File: config.mk
export PLATFORM = sky130hd
export DESIGN_NAME = ps2_host_tx
export DESIGN_NICKNAME = d
export VERILOG_FILES = /design/src/rtl/ps2_host_tx.sv
export SDC_FILE = /design/constraint.sdc
export NUM_CORES = 1
export LEC_CHECK = 0
export BUFFER_PORTS_ARGS = -buffer_cell sky130_fd_sc_hd__buf_2
export CAP_MARGIN = 20
export CORE_MARGIN = 5
export CORE_UTILIZATION = 60
export CTS_CLUSTER_DIAMETER = 30
export DETAILED_ROUTE_END_ITERATION = 16
export PLACE_DENSITY = 0.77
export SLEW_MARGIN = 20
export SYNTH_ARGS = -nofsm -noshare
export SYNTH_HDL_FRONTEND = slang
export SYNTH_SLANG_ARGS = --single-unit
File: constraint.sdc
create_clock -name CLK100MHZ -period 2.97 [get_ports CLK100MHZ]
set_clock_uncertainty 0.05 [all_clocks]
set_input_delay 0.1485 -clock CLK100MHZ [delete_from_list [all_inputs] [get_ports CLK100MHZ]]
set_output_delay 0.1485 -clock CLK100MHZ [all_outputs]
set_load 0.01 [all_outputs]
File: src/rtl/ps2_host_tx.sv
// PS/2 host-to-device command transmitter: inhibit, request-to-send, 11-bit frame
// clocked by the device, ACK sampling and a transfer timeout.
module ps2_host_tx #(
  parameter int INHIBIT_CYCLES = 10000,
  parameter int RTS_CYCLES     = 16,
  parameter int TIMEOUT_CYCLES = 2000000,
  parameter int FILTER_CYCLES  = 4
) (
  input  logic       CLK100MHZ,
  input  logic       ck_rst,
  input  logic       tx_valid,
  input  logic [7:0] tx_data,
  output logic       tx_ready,
  output logic       busy,
  output logic       done,
  output logic       ack_ok,
  output logic       err,
  input  logic       ps2_clk_in,
  input  logic       ps2_data_in,
  output logic       ps2_clk_oe,
  output logic       ps2_data_oe
);

  typedef enum logic [2:0] {
    S_IDLE, S_INHIBIT, S_RTS, S_SEND, S_ACK_WAIT, S_RELEASE
  } state_e;

  localparam logic [31:0] INHIBIT_LAST = 32'(INHIBIT_CYCLES - 1);
  localparam logic [31:0] RTS_LAST     = 32'(RTS_CYCLES - 1);
  localparam logic [31:0] TIMEOUT_LAST = 32'(TIMEOUT_CYCLES - 1);
  localparam logic [7:0]  FILTER_LAST  = 8'(FILTER_CYCLES - 1);

  // Line index 0 is the PS/2 clock, index 1 the PS/2 data.
  logic [1:0]      meta_q, sync_q, filt_q, filt_d;
  logic [1:0][7:0] flt_cnt_q, flt_cnt_d;
  logic            clk_prev_q;
  logic            dev_fall;

  // NOTE: sequential state uses non-blocking assignments only, so every flop samples pre-edge values.
  always_ff @(posedge CLK100MHZ or negedge ck_rst) begin
    if (!ck_rst) begin
      meta_q     <= 2'b11;
      sync_q     <= 2'b11;
      filt_q     <= 2'b11;
      clk_prev_q <= 1'b1;
      flt_cnt_q  <= '0;
    end else begin
      meta_q     <= {ps2_data_in, ps2_clk_in};
      sync_q     <= meta_q;
      filt_q     <= filt_d;
      clk_prev_q <= filt_q[0];
      flt_cnt_q  <= flt_cnt_d;
    end
  end

  // NOTE: every always_comb output gets a default first so no path can infer a latch.
  always_comb begin
    filt_d    = filt_q;
    flt_cnt_d = '0;
    for (int i = 0; i < 2; i++) begin
      if (sync_q[i] != filt_q[i]) begin
        if (flt_cnt_q[i] == FILTER_LAST) filt_d[i] = sync_q[i];
        else flt_cnt_d[i] = flt_cnt_q[i] + 8'd1;
      end
    end
  end

  assign dev_fall = clk_prev_q && !filt_q[0];

  state_e      state_q, state_d;
  logic [31:0] phase_cnt_q, phase_cnt_d, to_cnt_q, to_cnt_d;
  logic [3:0]  bit_q, bit_d;
  logic [7:0]  data_q, data_d;
  logic        parity_q, parity_d;
  logic        clk_oe_q, clk_oe_d, data_oe_q, data_oe_d;
  logic        done_q, done_d, ack_ok_q, ack_ok_d, err_q, err_d;
  logic        ready_en_q;
  logic        timed_out;

  // ready_en_q holds tx_ready low until the first edge after reset release.
  assign tx_ready    = ready_en_q && (state_q == S_IDLE);
  assign busy        = (state_q != S_IDLE);
  assign done        = done_q;
  assign ack_ok      = ack_ok_q;
  assign err         = err_q;
  assign ps2_clk_oe  = clk_oe_q;
  assign ps2_data_oe = data_oe_q;
  assign timed_out   = (state_q == S_SEND || state_q == S_ACK_WAIT || state_q == S_RELEASE)
                       && (to_cnt_q == TIMEOUT_LAST);

  always_comb begin
    state_d     = state_q;
    phase_cnt_d = phase_cnt_q;
    to_cnt_d    = to_cnt_q;
    bit_d       = bit_q;
    data_d      = data_q;
    parity_d    = parity_q;
    clk_oe_d    = clk_oe_q;
    data_oe_d   = data_oe_q;
    done_d      = 1'b0;
    ack_ok_d    = ack_ok_q;
    err_d       = err_q;
    case (state_q)
      S_IDLE: begin
        if (tx_valid && tx_ready) begin
          data_d      = tx_data;
          parity_d    = ~^tx_data;
          ack_ok_d    = 1'b0;
          err_d       = 1'b0;
          phase_cnt_d = '0;
          clk_oe_d    = 1'b1;
          data_oe_d   = 1'b0;
          state_d     = S_INHIBIT;
        end
      end
      S_INHIBIT: begin
        if (phase_cnt_q == INHIBIT_LAST) begin
          phase_cnt_d = '0;
          data_oe_d   = 1'b1;
          state_d     = S_RTS;
        end else phase_cnt_d = phase_cnt_q + 32'd1;
      end
      S_RTS: begin
        if (phase_cnt_q == RTS_LAST) begin
          clk_oe_d = 1'b0;
          to_cnt_d = '0;
          bit_d    = '0;
          state_d  = S_SEND;
        end else phase_cnt_d = phase_cnt_q + 32'd1;
      end
      S_SEND: begin
        to_cnt_d = to_cnt_q + 32'd1;
        if (dev_fall) begin
          bit_d = bit_q + 4'd1;
          if (bit_q < 4'd8) data_oe_d = ~data_q[bit_q[2:0]];
          else if (bit_q == 4'd8) data_oe_d = ~parity_q;
          else begin
            data_oe_d = 1'b0;
            state_d   = S_ACK_WAIT;
          end
        end
      end
      S_ACK_WAIT: begin
        to_cnt_d = to_cnt_q + 32'd1;
        if (dev_fall) begin
          ack_ok_d = ~filt_q[1];
          err_d    = filt_q[1];
          state_d  = S_RELEASE;
        end
      end
      S_RELEASE: begin
        to_cnt_d = to_cnt_q + 32'd1;
        if (filt_q == 2'b11) begin
          done_d  = 1'b1;
          state_d = S_IDLE;
        end
      end
      default: state_d = S_IDLE;
    endcase
    // The timeout overrides any device edge seen in the same cycle.
    if (timed_out) begin
      state_d   = S_IDLE;
      clk_oe_d  = 1'b0;
      data_oe_d = 1'b0;
      done_d    = 1'b1;
      ack_ok_d  = 1'b0;
      err_d     = 1'b1;
    end
  end

  always_ff @(posedge CLK100MHZ or negedge ck_rst) begin
    if (!ck_rst) begin
      state_q     <= S_IDLE;
      phase_cnt_q <= '0;
      to_cnt_q    <= '0;
      bit_q       <= '0;
      data_q      <= '0;
      parity_q    <= 1'b0;
      clk_oe_q    <= 1'b0;
      data_oe_q   <= 1'b0;
      done_q      <= 1'b0;
      ack_ok_q    <= 1'b0;
      err_q       <= 1'b0;
      ready_en_q  <= 1'b0;
    end else begin
      state_q     <= state_d;
      phase_cnt_q <= phase_cnt_d;
      to_cnt_q    <= to_cnt_d;
      bit_q       <= bit_d;
      data_q      <= data_d;
      parity_q    <= parity_d;
      clk_oe_q    <= clk_oe_d;
      data_oe_q   <= data_oe_d;
      done_q      <= done_d;
      ack_ok_q    <= ack_ok_d;
      err_q       <= err_d;
      ready_en_q  <= 1'b1;
    end
  end

endmodule
-- Word-level counts from Yosys, hierarchy flattened
Cells that the tools add are included.
- register bits: 109
- input bits: 13
- logic and storage cells: 127
- $add $sub $neg: 5
- $lt $le $gt $ge: 2
- equal/unequal tests: 26
- muxes and demuxes: 45
- bitwise operators: 3
- reduce and logical (&&, ||, !) cells: 27
- operator list (operator ; count):
    two-way mux 32 bit ; 4
    case mux 32 bit (3 select lines) ; 1
    adder 32 x 1 -> 32 bit, second input constant ; 2
    case mux 32 bit (2 select lines) ; 1
    == test 32 x 14 -> 1 bit, second input constant ; 1
    == test 32 x 21 -> 1 bit, second input constant ; 1
    == test 32 x 4 -> 1 bit, second input constant ; 1
    two-way mux 8 bit ; 4
    two-way mux 3 bit ; 9
    != test 3 bit, second input constant ; 6
    case mux 3 bit (6 select lines) ; 1
    two-way mux 1 bit ; 17
    adder 8 x 1 -> 8 bit, second input constant ; 2
    == test 8 x 2 -> 1 bit, second input constant ; 2
    AND reduction 3 bit ; 4
    nonzero test 3 bit ; 4
    two-way mux 4 bit ; 2
    case mux 4 bit (2 select lines) ; 1
    AND reduction 2 bit ; 4
    AND reduction 8 bit ; 1
    XNOR reduction 8 bit ; 1
    == test 3 x 2 -> 1 bit, second input constant ; 2
    == test 3 bit, second input constant ; 2
    != test 2 bit, second input constant ; 3
    other kinds (21) ; 32

-- Longest topological paths before layout
- word-level depth: 7
- depth in mapped cells: 9

-- Worst setup path after synthesis
No wires, ideal clock.
- kind: flip-flop to flip-flop
- start point: register phase_cnt_q[0]
- end point: register phase_cnt_q[10]
- library setup time: 0.121 ns
- data arrival time: 1.898 ns
- required time: 2.799 ns
- slack: 0.901 ns
- cell stages (with the launch flop): 10
- path buffers: 2
- clock period less this slack: 2.069 ns
- path through: dfrtp_1 -> ha_1 -> and3_1 -> clkbuf_8 -> nand2_1 -> or4_1 -> buf_2 -> nand4_1 -> xor2_1 -> nor2_1
- word-level cells in the longest chain between the ends: 3
- ends and longest elaborated chain (what ; line ; RTL):
    start: declaration ; 71 ; logic [31:0] phase_cnt_q, phase_cnt_d, to_cnt_q, to_cnt_d;
    start signal: assignment ; 187 ; phase_cnt_q <= phase_cnt_d;
    adder 32 x 1 -> 32 bit (tied with other cells) ; 121, 129 ;
    two-way mux 32 bit (tied with other cells) ; 124 ; if (phase_cnt_q == RTS_LAST) begin
    case mux 32 bit (3 select lines) or AND reduction 3 bit (tied branches) ; - ;
Parallel ways exist; a longest one is shown, timed or not. The select of a mux whose other input is x is not followed.
A chain may end at the register's enable or synchronous reset.

-- Worst setup path in the final report
- start point: register state_q[1]
- end point: register ack_ok_q (netlist: ack_ok)
- word-level cells in the longest chain between the ends: 6
- ends and longest elaborated chain (what ; line ; RTL):
    start: declaration ; 70 ; state_e state_q, state_d;
    start signal: assignment ; 186 ; state_q <= state_d;
    == test 3 x 2 -> 1 bit or == test 3 bit (tied branches) ; 88, 103 ;
    logical OR 1 bit (2 in series) ; 88 ; assign timed_out = (state_q == S_SEND || state_q == S_ACK_WAIT || state_q == S_RELEASE)
    logical AND 1 bit ; 89 ; && (to_cnt_q == TIMEOUT_LAST);
    != test 3 x 2 -> 1 bit (no line) (tied with other cells) ; - ;
    AND reduction 3 bit (no line) ; - ;
    end signal: assignment ; 195 ; ack_ok_q <= ack_ok_d;
    end: declaration ; 76 ; logic done_q, done_d, ack_ok_q, ack_ok_d, err_q, err_d;
Parallel ways exist; a longest one is shown, timed or not.

==> out/results.ini <==
[floorplanning]
fp.coreArea_sq_um=9280
die_area_sq_um=11600
pin_count=20
start_util_pct=61.9
die_height_microns=108
row_count=35
die_x_microns=108

[clocking]
cts_tree=yes
cts_root_buf=clkbuf_8
clkSlewWorstSetupHoldPaths_ps=100
cts.sinks=109
htreeDepth=3
clk_path_buf_depth=2
clock_latency_ps=380
numCtsBuffers=9

[cells_and_area]
area_growth_syn_to_layout_pct=8.84
multiInputGateArea_sq_um=2850
layout.area.seq_sq_um=2740
layout-drive-gt1-share_pct=12.9
diodes=0
fin_nets=649
nFillCells=735
final_cell_area_sq_um=6250

[min_path]
hold_path.class=in -> async

[timing]
setup_tns_ps=0
worst_pin_slew_ps=579
finalSetupViolations=0
finalHoldViolations=0
rsz0062_at_grt=no
min_period_ps=2570
fin_crit_sh_pct=86.6
clock.fmax_mhz=389
final_max_slew_viol_count=0
relSlewSlack_pct=61.4
whs_ps=239

[detailed_routing]
vias=4339
wl_per_cell_microns=14.6
viasPerCell=5.68
wl_microns=11100
drc=0
dr.pass1.iters=4
final_antenna_net_count=0
initialDrtViolationCount=235

[yosys]
synth_common_cells=dfrtp_1, nor2_1, nand2_1
yosysTopAreaCell=dfrtp_1
netlist_area_sq_um=5750
synth.area.top_cells=dfrtp_1, xnor2_1, nor2_1
ys_warn_count=0
syn_area_per_cell_sq_um=9.59
yosysTopAreaCellShare_pct=44.4
synth-seq-cells=109
syn_nets=618
synth_flop_cell=dfrtp_1
synth_seq_area_share_pct=47.6
synthCells=599
async_reset_ff_share_pct=100
synth_edf_count=0
yosysMostFrequentCell=dfrtp_1
synth_cell_types=64

[place]
dp_hpwl_microns=7800
gp_congestion=0.879
post_dp_cell_area_sq_um=5970
io_buffers=19

[grt]
antenna_found_initial=0
gr-total-overflow=0
grt_pass1_vias=4319
grt_pass1_wl_microns=19700
grt_usage_pct=21.2
grt_max_degree=66

[critical_path]
crit_type=reg -> reg
crit_path_max_fanout=19
rrSetupSlack_ps=400
start_kind=register
end_kind=register
crit_required_ps=3170
cp_data_arrival_time_ps=2770

[status]
status=complete, no violations

[flow_run]
drv_cap=0

[power]
p_leak_nw=2.74
ir_worst_vdd_uv=362
powerDensity_nw_per_um2=427

## path summary, 6_finish.rpt
check | cells past startpoint | endpoint | startpoint
hold reg to reg | 0 | sync_q[1] | meta_q[1]
hold / removal | 2 | flt_cnt_q[14] | ck_rst
max in group asynchronous | 3 | sync_q[0] | ck_rst
setup / recovery | 6 | ack_ok | state_q[1]
min in group CLK100MHZ | 4 | err | tx_valid
setup reg to reg | 6 | ack_ok | state_q[1]
## layout by cell type, fill, tap and decap left out, drive strengths merged, types with 22 or more instances in the layout
| cell | n |
|---|---|
| dfrtp | 102 |
| nor2 | 92 |
| nand2 | 70 |
| xnor2 | 44 |
| xor2 | 34 |
| nand3 | 34 |
| buf | 27 |
| nor3 | 25 |
| nand4 | 22 |
## flip-flops by register name, summed over array words and instances, names as in the netlist
| signal | cells |
|---|---|
| done | 1 |
| clk_prev_q | 1 |
| ready_en_q | 1 |
| ps2_data_oe | 1 |
| ps2_clk_oe | 1 |
| state_q | 3 |
| to_cnt_q | 32 |
| phase_cnt_q | 32 |
| parity_q | 1 |
| data_q | 8 |
| sync_q | 2 |
| meta_q | 2 |
| ack_ok | 1 |
| filt_q | 2 |
| bit_q | 4 |
| err | 1 |
| flt_cnt_q | 16 |
## power by group
part	total (W)	switching, W	internal [W]
combinational	0.000236	0.000141	0.0000956
sequential	0.00163	0.0000732	0.00156
clock	0.000809	0.000483	0.000326
total	0.00267	0.000697	0.00198
## critical path: stages, from the launching register on
cell	delay, ps
dfrtp_1	700
nand3b_1	260
a211oi_2	480
nand2_1	160
nor4_4	490
a21oi_1	80
a31o_2	240
## area by class of cell
cell class                 count  share of cell area (%)
multi-input combinational    456                    45.5
clock buffer                  12                    2.32
clock inverter                 4                   0.400
sequential                   109                    43.7
timing repair buffer          38                    4.48
inverter                      16                   0.960
tap                          129                    2.58
## metal layers
metal  GRT usage [%]  vias up  part of all wire [%]
met5               0        -                     0
met4            6.31        0                   1.9
met3            5.58       17                   3.3
met2            33.7       81                    48
met1            28.6     2108                    47
li1                -     2133                     -
## stage by stage
| stage | utilization, % | setup WS [ps] | total power (W) | cells |
|---|---|---|---|---|
| floorplan | - | 901 | 0.00178 | 599 |
| global placement | 64.4 | 573 | 0.00188 | 737 |
| detailed placement | 64.4 | 494 | 0.00188 | 737 |
| CTS | 67.4 | 468 | 0.00269 | 764 |
| global route | 67.4 | 302 | 0.00280 | 764 |
| finish | 67.4 | 398 | 0.00267 | 764 |
## timing repair
item                      in CTS  in global routing
hold buffers                  11                  0
setup buffers                  0                  0
hold endpoints to repair      49                  0
resized for setup              0                  0
## logic make-up after synthesis
family,after synthesis,share of synthesized area (%)
buf+inv,34,3.00
compound gates,54,6.07
fa+ha+maj,6,1.31
xor+xnor,78,11.9
mux,4,1.18
other cells,1,0.0653
flops,109,47.6
simple gates,313,28.9
Power figures use the tool's default switching activity.
